**config.mk**
```make
export PLATFORM = sky130hd
export DESIGN_NAME = platform_mapper_flat
export DESIGN_NICKNAME = d
export VERILOG_FILES = /design/src/rtl/platform_pkg.sv /design/src/rtl/vga_if.sv /design/src/rtl/platform_scroll_ctr.sv /design/src/rtl/platform_mapper.sv /design/src/flat_wrapper.sv
export SDC_FILE = /design/constraint.sdc
export NUM_CORES = 1
export LEC_CHECK = 0
export ABC_AREA = 1
export BUFFER_PORTS_ARGS = -buffer_cell sky130_fd_sc_hd__buf_2
export CORE_MARGIN = 2
export CORE_UTILIZATION = 56
export CTS_CLUSTER_SIZE = 40
export DETAILED_ROUTE_END_ITERATION = 7
export GPL_TIMING_DRIVEN = 0
export PLACE_DENSITY = 0.76
export SKIP_CTS_REPAIR_TIMING = 1
export SYNTH_ARGS = -nofsm -noshare
export SYNTH_HDL_FRONTEND = slang
export SYNTH_HIERARCHICAL = 1
export SYNTH_SLANG_ARGS = --single-unit
```
**constraint.sdc**
```tcl
create_clock -name clk -period 6.8 [get_ports clk]
set_input_delay 0.68 -clock clk [delete_from_list [all_inputs] [get_ports clk]]
set_output_delay 0.68 -clock clk [all_outputs]
set_load 0.02 [all_outputs]
```
**src/rtl/platform_pkg.sv**
```systemverilog
// platform_pkg: shared types, tile/pool geometry and tower layout for platform_mapper
package platform_pkg;

    typedef enum logic [1:0] {
        PLATFORM = 2'b00,
        WATER    = 2'b01,
        FIRE     = 2'b10
    } platform_type_e;

    typedef enum logic [1:0] {
        POOL_NONE,
        POOL_WATER,
        POOL_FIRE
    } pool_kind_e;

    typedef struct packed {
        logic [10:0] hcount;
        logic [10:0] vcount;
        logic        hsync;
        logic        vsync;
        logic        hblnk;
        logic        vblnk;
        logic [11:0] rgb;
    } vga_t;

    localparam int TILE_W = 64;
    localparam int TILE_H = 8;
    localparam int POOL_W = 49;
    localparam int POOL_H = 10;
    localparam logic [11:0] TRANSPARENT_RGB = 12'hF0F;

    localparam int MAX_ROWS = 8;
    localparam int X_START [MAX_ROWS] = '{0, 128, 320, 64, 512, 0, 256, 384};
    localparam int N_TILES [MAX_ROWS] = '{16, 6, 8, 4, 6, 10, 8, 5};
    localparam pool_kind_e POOL_KIND [MAX_ROWS] = '{POOL_FIRE, POOL_NONE, POOL_WATER, POOL_NONE,
                                                    POOL_FIRE, POOL_WATER, POOL_NONE, POOL_FIRE};
    localparam int POOL_X [MAX_ROWS] = '{200, 0, 400, 0, 700, 100, 0, 500};

    // Pool kinds map one-to-one onto the ROM image select.
    function automatic platform_type_e pool_type(input pool_kind_e k);
        return (k == POOL_WATER) ? WATER : FIRE;
    endfunction

endpackage

```
**src/rtl/vga_if.sv**
```systemverilog
// vga_if: VGA pixel stream bundle (counters, syncs, blanking, colour)
interface vga_if;
    logic [10:0] hcount;
    logic [10:0] vcount;
    logic        hsync;
    logic        vsync;
    logic        hblnk;
    logic        vblnk;
    logic [11:0] rgb;

    modport in  (input  hcount, vcount, hsync, vsync, hblnk, vblnk, rgb);
    modport out (output hcount, vcount, hsync, vsync, hblnk, vblnk, rgb);
endinterface

```
**src/rtl/platform_scroll_ctr.sv**
```systemverilog
// platform_scroll_ctr: vblnk rising-edge detector and per-frame scroll offset counter
module platform_scroll_ctr #(
    parameter int SCREEN_HEIGHT = 768,
    parameter int SCROLL_STEP   = 1
) (
    input  logic       clk,
    input  logic       rst_n,
    input  logic       vblnk,
    input  logic       scroll_en,
    output logic [9:0] scroll_y
);

    logic       vblnk_prev;
    logic [10:0] sum;

    assign sum = {1'b0, scroll_y} + 11'(SCROLL_STEP);

    // Advance only on the frame-start edge so the offset is stable across a frame.
    always_ff @(posedge clk or negedge rst_n)
        if (!rst_n) begin
            vblnk_prev <= 1'b0;
            scroll_y   <= '0;
        end else begin
            vblnk_prev <= vblnk;
            if (vblnk && !vblnk_prev && scroll_en)
                scroll_y <= (sum >= 11'(SCREEN_HEIGHT)) ? 10'(sum - 11'(SCREEN_HEIGHT)) : sum[9:0];
        end

endmodule

```
**src/rtl/platform_mapper.sv**
```systemverilog
// platform_mapper: maps VGA pixels onto scrolling platform tiles/pools, drives the
// platform ROM and composites its colour over the background (3-clock pipeline).
// Optional: PLATFORM_TRANSPARENCY_EN lets TRANSPARENT_RGB ROM pixels show the background.
module platform_mapper
    import platform_pkg::*;
#(
    parameter int SCREEN_WIDTH  = 1024,
    parameter int SCREEN_HEIGHT = 768,
    parameter int N_PLATFORMS   = 8,
    parameter int PITCH         = 96,
    parameter int SCROLL_STEP   = 1
) (
    input  logic        clk,
    input  logic        rst_n,
    vga_if.in           in,
    vga_if.out          out,
    input  logic        scroll_en,
    output logic [11:0] address,
    output logic [1:0]  platform_type,
    input  logic [11:0] rom_rgb,
    output logic [9:0]  scroll_y
);

    logic signed [10:0] y_diff;
    logic signed [10:0] y_w;
    int                 yw;
    int                 hc;
    int                 top;
    int                 lx;
    logic               hit;
    logic [11:0]        addr_n;
    platform_type_e     type_n;
    vga_t               in_v;
    vga_t               d1;
    vga_t               d2;
    logic               hit_d1;
    logic               hit_d2;
    logic               use_rom;

    platform_scroll_ctr #(
        .SCREEN_HEIGHT(SCREEN_HEIGHT),
        .SCROLL_STEP  (SCROLL_STEP)
    ) u_scroll (
        .clk      (clk),
        .rst_n    (rst_n),
        .vblnk    (in.vblnk),
        .scroll_en(scroll_en),
        .scroll_y (scroll_y)
    );

    assign in_v = {in.hcount, in.vcount, in.hsync, in.vsync, in.hblnk, in.vblnk, in.rgb};

    // Hit test against every row; scanning downwards lets the lowest row index win.
    always_comb begin
        y_diff = $signed(in.vcount) - $signed({1'b0, scroll_y});
        y_w    = y_diff[10] ? y_diff + 11'(SCREEN_HEIGHT) : y_diff;
        yw     = int'(y_w);
        hc     = int'(in.hcount);
        hit    = 1'b0;
        addr_n = '0;
        type_n = PLATFORM;
        top    = 0;
        lx     = 0;
        for (int i = N_PLATFORMS - 1; i >= 0; i--) begin
            top = i * PITCH + PITCH - TILE_H;
            if (POOL_KIND[i] != POOL_NONE && yw >= top - 2 && yw <= top + POOL_H - 3 &&
                hc >= POOL_X[i] && hc < POOL_X[i] + POOL_W) begin
                lx     = hc - POOL_X[i];
                hit    = 1'b1;
                addr_n = 12'((yw - top + 2) * POOL_W + lx);
                type_n = pool_type(POOL_KIND[i]);
            end else if (yw >= top && yw < top + TILE_H &&
                         hc >= X_START[i] && hc < X_START[i] + N_TILES[i] * TILE_W) begin
                lx     = hc - X_START[i];
                hit    = 1'b1;
                addr_n = 12'((yw - top) * TILE_W + (lx & (TILE_W - 1)));
                type_n = PLATFORM;
            end
        end
        if (in.hblnk || in.vblnk || hc >= SCREEN_WIDTH) begin
            hit    = 1'b0;
            addr_n = '0;
            type_n = PLATFORM;
        end
    end

    // Stage 1 issues the ROM request; stage 2 aligns the VGA fields with the ROM data.
    always_ff @(posedge clk or negedge rst_n)
        if (!rst_n) begin
            address       <= '0;
            platform_type <= '0;
            hit_d1        <= 1'b0;
            d1            <= '0;
            hit_d2        <= 1'b0;
            d2            <= '0;
        end else begin
            address       <= addr_n;
            platform_type <= type_n;
            hit_d1        <= hit;
            d1            <= in_v;
            hit_d2        <= hit_d1;
            d2            <= d1;
        end

`ifdef PLATFORM_TRANSPARENCY_EN
    assign use_rom = hit_d2 && (rom_rgb != TRANSPARENT_RGB);
`else
    assign use_rom = hit_d2;
`endif

    // Stage 3 registers the composited pixel and the delayed timing signals.
    always_ff @(posedge clk or negedge rst_n)
        if (!rst_n) begin
            out.hcount <= '0;
            out.vcount <= '0;
            out.hsync  <= 1'b0;
            out.vsync  <= 1'b0;
            out.hblnk  <= 1'b0;
            out.vblnk  <= 1'b0;
            out.rgb    <= '0;
        end else begin
            out.hcount <= d2.hcount;
            out.vcount <= d2.vcount;
            out.hsync  <= d2.hsync;
            out.vsync  <= d2.vsync;
            out.hblnk  <= d2.hblnk;
            out.vblnk  <= d2.vblnk;
            out.rgb    <= use_rom ? rom_rgb : d2.rgb;
        end

endmodule

```
**src/flat_wrapper.sv**
```systemverilog
// flat-port wrapper written by rule: the top's interface ports become plain ports
module platform_mapper_flat import platform_pkg::*;
#(
    parameter int SCREEN_WIDTH  = 1024,
    parameter int SCREEN_HEIGHT = 768,
    parameter int N_PLATFORMS   = 8,
    parameter int PITCH         = 96,
    parameter int SCROLL_STEP   = 1
)
  (clk, rst_n, scroll_en, address, platform_type, rom_rgb, scroll_y, in_hcount, in_vcount, in_hsync, in_vsync, in_hblnk, in_vblnk, in_rgb, out_hcount, out_vcount, out_hsync, out_vsync, out_hblnk, out_vblnk, out_rgb);
  vga_if in_i ();
  vga_if out_i ();
  input  logic clk;
  input  logic rst_n;
  input  logic scroll_en;
  output logic [11:0] address;
  output logic [1:0] platform_type;
  input  logic [11:0] rom_rgb;
  output logic [9:0] scroll_y;
  input wire logic [$bits(in_i.hcount)-1:0] in_hcount;
  input wire logic [$bits(in_i.vcount)-1:0] in_vcount;
  input wire logic [$bits(in_i.hsync)-1:0] in_hsync;
  input wire logic [$bits(in_i.vsync)-1:0] in_vsync;
  input wire logic [$bits(in_i.hblnk)-1:0] in_hblnk;
  input wire logic [$bits(in_i.vblnk)-1:0] in_vblnk;
  input wire logic [$bits(in_i.rgb)-1:0] in_rgb;
  output wire logic [$bits(out_i.hcount)-1:0] out_hcount;
  output wire logic [$bits(out_i.vcount)-1:0] out_vcount;
  output wire logic [$bits(out_i.hsync)-1:0] out_hsync;
  output wire logic [$bits(out_i.vsync)-1:0] out_vsync;
  output wire logic [$bits(out_i.hblnk)-1:0] out_hblnk;
  output wire logic [$bits(out_i.vblnk)-1:0] out_vblnk;
  output wire logic [$bits(out_i.rgb)-1:0] out_rgb;
  assign in_i.hcount = in_hcount;
  assign in_i.vcount = in_vcount;
  assign in_i.hsync = in_hsync;
  assign in_i.vsync = in_vsync;
  assign in_i.hblnk = in_hblnk;
  assign in_i.vblnk = in_vblnk;
  assign in_i.rgb = in_rgb;
  assign out_hcount = out_i.hcount;
  assign out_vcount = out_i.vcount;
  assign out_hsync = out_i.hsync;
  assign out_vsync = out_i.vsync;
  assign out_hblnk = out_i.hblnk;
  assign out_vblnk = out_i.vblnk;
  assign out_rgb = out_i.rgb;
  platform_mapper #(.SCREEN_WIDTH(SCREEN_WIDTH), .SCREEN_HEIGHT(SCREEN_HEIGHT), .N_PLATFORMS(N_PLATFORMS), .PITCH(PITCH), .SCROLL_STEP(SCROLL_STEP)) u_core (.clk(clk), .rst_n(rst_n), .in(in_i), .out(out_i), .scroll_en(scroll_en), .address(address), .platform_type(platform_type), .rom_rgb(rom_rgb), .scroll_y(scroll_y));
endmodule
```
==> results.json, run 1 <==
{
  "hold_viol_final": 0,
  "period_needed_ns": 6.58,
  "track_usage": 0.310,
  "place_ws_ns": -1.68,
  "vias": 11394,
  "start_kind": "flip-flop",
  "vias_per_cell": 5.56,
  "final_layout_size_suffix_gt1_frac": 0.230,
  "clk_path_buf_depth": 2,
  "yosysWarnings": 6,
  "setup_tns_ns": 0,
  "portBuffers": 114,
  "finalMaxSlewViolations": 0,
  "cp.required_ns": 7.12,
  "die_y_um": 156,
  "cp_num_buf_inv": 6,
  "maxSlewHeadroom": 0.550,
  "ys.flop_type": "dfrtp_1",
  "regToRegEndpoint": "u_core/address[11]$_DFF_PN0_",
  "io-pin-count": 115,
  "layout_worst_path_cycle_share": 0.968,
  "hold-worst-slack_ns": 0.151,
  "initial_core_util": 0.571,
  "wl_per_cell_um": 18.6,
  "h-tree-depth": 4,
  "routed_wl_um": 38200,
  "arrival_ns": 6.91,
  "worst_pin_slew_ns": 0.670,
  "grt_pass1_wl_um": 57900,
  "grt_max_degree": 110,
  "async_flop_share": 1.00,
  "dr.first_iter.drc_count": 1039,
  "post-dp-hpwl_um": 29000,
  "grt_antenna_before_repair": 1,
  "reg2reg_slack_ns": 0.22,
  "syn2layout_area_growth_pct": 18.4,
  "cap_violations": 0,
  "hold_path.class": "in -> async",
  "grt_pass1_vias": 11087,
  "clock_skew_ns": 0.0128,
  "ys_seq_area_frac": 0.272,
  "insertion_delay_ns": 0.41,
  "status": "completed",
  "rows": 55,
  "first_pass_iters": 5,
  "setup.worst_path.end_class": "flip-flop",
  "num-nets-final": 2025,
  "syn-cell-area_um2": 13000,
  "core_area_um2": 22700,
  "synth_nets": 1852,
  "cts.reportedPaths.clkPinSlew_ns": 0.06,
  "cts-root-buf": "clkbuf_16",
  "fillers": 1909,
  "cts_tree": "yes",
  "r2r-start": "u_core/u_scroll/scroll_y[0]$_DFFE_PN0P_",
  "finalSetupViolations": 0,
  "gr-total-overflow": 0,
  "die_w_um": 156,
  "ff_latch_area_um2": 3540,
  "ys_ff_latch": 141,
  "cts_buffers": 17,
  "gp_congestion": 0.981,
  "yosysUniqueCellTypes": 61,
  "avgSynthCellArea_um2": 8.23,
  "crit_type": "reg -> reg",
  "die_area_um2": 24400,
  "cp_max_fo": 5,
  "fmax_mhz": 152,
  "critPathSlowestCell": "fa_1",
  "critPathTopFamily": "adder cells",
  "drtAntennaViolNets": 0,
  "multi_input_area_um2": 8660,
  "slowest_delay_ns": 0.58,
  "syn_inst": 1576,
  "synth_edf_count": 0,
  "setup_ws_ns": 0.215,
  "fin_util": 0.676,
  "reg2reg_depth": 44,
  "rsz0062_at_grt": "yes",
  "drc": 0,
  "cp_common_cell": "nand2_1",
  "clock_sinks": 141
}
worst max path at each step:
stage                                             from                           end  slack [ns]  cells past startpoint
6_report       u_core/u_scroll/scroll_y[0]$_DFFE_PN0P_  u_core/address[11]$_DFF_PN0_        0.22                     44
5_1_grt        u_core/u_scroll/scroll_y[0]$_DFFE_PN0P_  u_core/address[11]$_DFF_PN0_       -0.10                     35
4_1_cts        u_core/u_scroll/scroll_y[0]$_DFFE_PN0P_  u_core/address[11]$_DFF_PN0_       -1.47                     28
3_5_place_dp                              in_vcount[0]  u_core/address[11]$_DFF_PN0_       -1.68                     30
3_3_place_gp                              in_vcount[0]  u_core/address[11]$_DFF_PN0_       -1.77                     30
2_1_floorplan                             in_vcount[2]  u_core/address[11]$_DFF_PN0_        0.26                     46
per-stage QoR:
stage / instances / area [µm²]
finish: 2048 / 15300
global route: 2048 / 15300
CTS: 2009 / 14600
global placement: 1975 / 13900
floorplan: 1576 / 13000
detailed placement: 1977 / 13900
routing by layer:
| layer | wire length, µm | GRT usage | vias to the layer above |
|---|---|---|---|
| met4 | 1590 | 0.141 | 0 |
| met1 | 16000 | 0.411 | 5399 |
| met5 | 0 | 0 | - |
| met2 | 18000 | 0.504 | 507 |
| met3 | 2560 | 0.0450 | 109 |
| li1 | - | - | 5379 |
cell usage in the layout (no fill, tap or decap), drive strengths merged, types with 5 or more instances in the layout:
cell type    n
nand2      353
inv        295
buf        169
ha         155
dfrtp      141
nor2       119
nand3      100
o21ai       72
fa          68
a21oi       67
xor2        51
xnor2       33
clkbuf      22
nand4       20
a31oi       12
mux2        12
o22ai        7
nor3         7
nor4         5
o21bai       5
o211ai       5
o31ai        5
layout make-up:
type,instances,area share
sequential,141,0.231
antenna,1,0.000163
clock buffer,18,0.0280
tap,285,0.0232
clock inverter,14,0.0134
buffer,18,0.00889
inverter,291,0.0724
timing repair buffer,155,0.0592
multi-input combinational,1125,0.564
worst reg2reg max path, delay by kind of cell (launching register included):
family,cells,cell delay (ns)
buf+inv,6,0.41
flops,1,0.45
simple gates,25,2.03
xor+xnor,2,0.38
compound gates,3,0.54
fa+ha+maj,8,2.67
synth_stat cells, types with 2 or more instances:
cell	instances	area (µm²)
nand2_1	309	1160
inv_1	271	1020
ha_1	155	1940
dfrtp_1	141	3530
nor2_1	100	375
nand3_1	87	435
fa_1	68	1360
a21oi_1	63	315
xor2_1	49	429
o21ai_0	46	230
nand2_2	35	219
xnor2_1	33	289
o21ai_1	23	115
inv_2	18	67.6
nand4_1	17	106
a31oi_1	12	75.1
mux2_2	12	135
nand3_2	11	110
nor2_2	11	68.8
nand2_4	9	101
buf_2	8	40.0
nor2_4	8	90.1
o22ai_1	7	43.8
nor3_1	6	30.0
nor4_1	5	31.3
o211ai_1	5	37.5
o21bai_1	5	37.5
clkbuf_1	4	15.0
nand3b_1	4	30.0
o31ai_1	4	30.0
a211oi_1	3	22.5
a21o_1	3	22.5
a21oi_2	3	26.3
buf_6	3	33.8
o21ai_2	3	26.3
o221ai_1	3	26.3
or2_2	3	18.8
a22oi_1	2	15.0
a311oi_1	2	17.5
buf_1	2	7.51
nand3_4	2	35.0
nand4_2	2	25.0
logic make-up (layout without fill, tap and decap cells):
group / Yosys count / after routing / synth area share
compound gates: 193 / 193 / 0.0872
xor+xnor: 84 / 84 / 0.0588
fa+ha+maj: 223 / 223 / 0.255
buf+inv: 310 / 496 / 0.0935
flops: 141 / 141 / 0.272
mux: 12 / 12 / 0.0104
other cells: 0 / 1 / 0
simple gates: 613 / 613 / 0.224
flip-flops by register name, summed over array words and instances (netlist names), 2 cells and up:
register	cells
u_core/d1	38
u_core/d2	38
u_core/address	12
u_core/out.rgb	12
u_core/out.hcount	11
u_core/out.vcount	11
u_core/u_scroll/scroll_y	10
u_core/platform_type	2
Power of run 1 is left out: the tool's default activity adds up to more than one toggle a clock period on the data nets, which glitch-free logic cannot reach.
==> inputs of run 2 (changes only) <==
- PLACE_DENSITY: 0.76 -> 0.81
- TNS_END_PERCENT: not set -> 10
==> results.json, run 2 (same netlist as run 1, synthesis figures left out) <==
{
  "reg2reg_depth": 34,
  "h-tree-depth": 4,
  "setup.worst_path.end_class": "flip-flop",
  "ff_latch_area_um2": 3540,
  "final_design_area_no_fill_um2": 15200,
  "grt_antenna_before_repair": 0,
  "clock_skew_ns": 0.0118,
  "core_area_um2": 22700,
  "die_area_um2": 24400,
  "final_common_cell": "nand2_1",
  "reg2reg_slack_ns": 0.08,
  "multi_input_area_um2": 8540,
  "track_usage": 0.308,
  "layout_worst_path_cycle_share": 0.988,
  "fillers": 1776,
  "cts_buffers": 17,
  "grt_pass1_wl_um": 58300,
  "drtAntennaViolNets": 0,
  "hold_viol_final": 0,
  "die_w_um": 156,
  "start_kind": "flip-flop",
  "cp.required_ns": 7.12,
  "diodes": 0,
  "routed_wl_um": 37900,
  "period_needed_ns": 6.72,
  "clock_sinks": 141,
  "cts.reportedPaths.clkPinSlew_ns": 0.06,
  "initial_core_util": 0.571,
  "finalSetupViolations": 0,
  "crit_type": "reg -> reg",
  "gr-total-overflow": 0,
  "drc": 0,
  "first_pass_iters": 6,
  "maxSlewHeadroom": 0.202,
  "portBuffers": 114,
  "cts_tree": "yes",
  "rows": 55,
  "dr.first_iter.drc_count": 1161,
  "met2_usage": 0.498,
  "post-dp-hpwl_um": 28900,
  "grt_pass1_vias": 11114,
  "regToRegEndpoint": "u_core/address[11]$_DFF_PN0_",
  "hold_path.class": "in -> async",
  "final_layout_size_suffix_gt1_frac": 0.220,
  "wl_per_cell_um": 18.5,
  "worst_pin_slew_ns": 1.19,
  "critPathSlowestCell": "fa_1",
  "finalMaxSlewViolations": 0,
  "cap_violations": 0,
  "die_y_um": 156,
  "vias": 11561,
  "arrival_ns": 7.04,
  "vias_per_cell": 5.63,
  "grt_max_degree": 110,
  "place_area_um2": 13900,
  "status": "completed",
  "fmax_mhz": 149,
  "slowest_delay_ns": 0.61,
  "rsz0062_at_grt": "yes",
  "gp_congestion": 1.02,
  "cts-root-buf": "clkbuf_16",
  "syn2layout_area_growth_pct": 17.5,
  "cp_max_fo": 6,
  "use_met3": 0.0628,
  "layout_common_cells": "nand2_1 (296), inv_1 (262), ha_1 (144)",
  "num-nets-final": 2030,
  "clk_path_buf_depth": 2,
  "cp_common_cell": "nand2_1",
  "met1_usage": 0.413,
  "io-pin-count": 115,
  "insertion_delay_ns": 0.41,
  "r2r-start": "u_core/u_scroll/scroll_y[0]$_DFFE_PN0P_",
  "globalRoute.busiestLayer": "met2",
  "reg_top3": "u_core/d1 (38), u_core/d2 (38)"
}
==> run 2: cell count changes in the layout (fill, tap and decap cells not counted), sizes merged <==
| cell | previous run | this run |
|---|---|---|
| clkinvlp | 4 | 5 |
| bufinv | 4 | 2 |
| inv | 295 | 291 |
| diode | 1 | 0 |
| buf | 169 | 174 |
| clkbuf | 22 | 24 |
| clkinv | 2 | 5 |
==> run 2: worst max-delay path by stage <==
stage	startpoint	to	slack (ns)	cells past startpoint
after floorplan	in_vcount[2]	u_core/address[11]$_DFF_PN0_	0.26	46
after global placement	in_vcount[0]	u_core/address[11]$_DFF_PN0_	-1.76	36
after detailed placement	in_vcount[0]	u_core/address[11]$_DFF_PN0_	-1.87	36
after CTS	u_core/u_scroll/scroll_y[0]$_DFFE_PN0P_	u_core/address[11]$_DFF_PN0_	-1.68	34
after global routing	u_core/u_scroll/scroll_y[0]$_DFFE_PN0P_	u_core/address[11]$_DFF_PN0_	-0.33	38
final	u_core/u_scroll/scroll_y[0]$_DFFE_PN0P_	u_core/address[11]$_DFF_PN0_	0.08	34
==> run 2: layout make-up <==
cell class,instances,area share
multi-input cells,1125,0.561
flip-flops and latches,141,0.232
inverters,291,0.0727
repair buffers,160,0.0634
clock buffers,20,0.0293
well taps,285,0.0234
plain buffers,18,0.00952
clock inverters,12,0.00903
==> run 2: worst max-delay path, delay by kind of cell (launching register included) <==
kind                     cells  cell delay [ns]
XOR/XNOR                     2             0.51
AO/OA/AOI/OAI                4             0.93
buffers and inverters        7             0.89
AND/OR/NAND/NOR             14             1.38
flip-flops                   1             0.48
adder cells (fa/ha/maj)      7             2.42
==> run 2: per-stage QoR <==
stage	TNS, ns	utilization	cells	hold WS, ns	setup slack, ns
floorplan	0	-	1576	0.331	0.259
global placement	-7.85	0.612	1975	0.331	-1.76
detailed placement	-8.13	0.613	1976	0.335	-1.87
CTS	-6.28	0.639	2008	0.144	-1.68
global route	-0.438	0.671	2052	0.160	-0.335
finish	0	0.671	2052	0.151	0.0818
==> run 2: routing by layer <==
| layer | up-vias | routed length, µm | share of wire |
|---|---|---|---|
| met5 | - | 0 | 0 |
| met1 | 5487 | 15700 | 0.41 |
| li1 | 5397 | - | - |
| met2 | 589 | 17700 | 0.47 |
| met4 | 0 | 1100 | 0.029 |
| met3 | 88 | 3420 | 0.090 |
Power of run 2 is left out for the same reason.
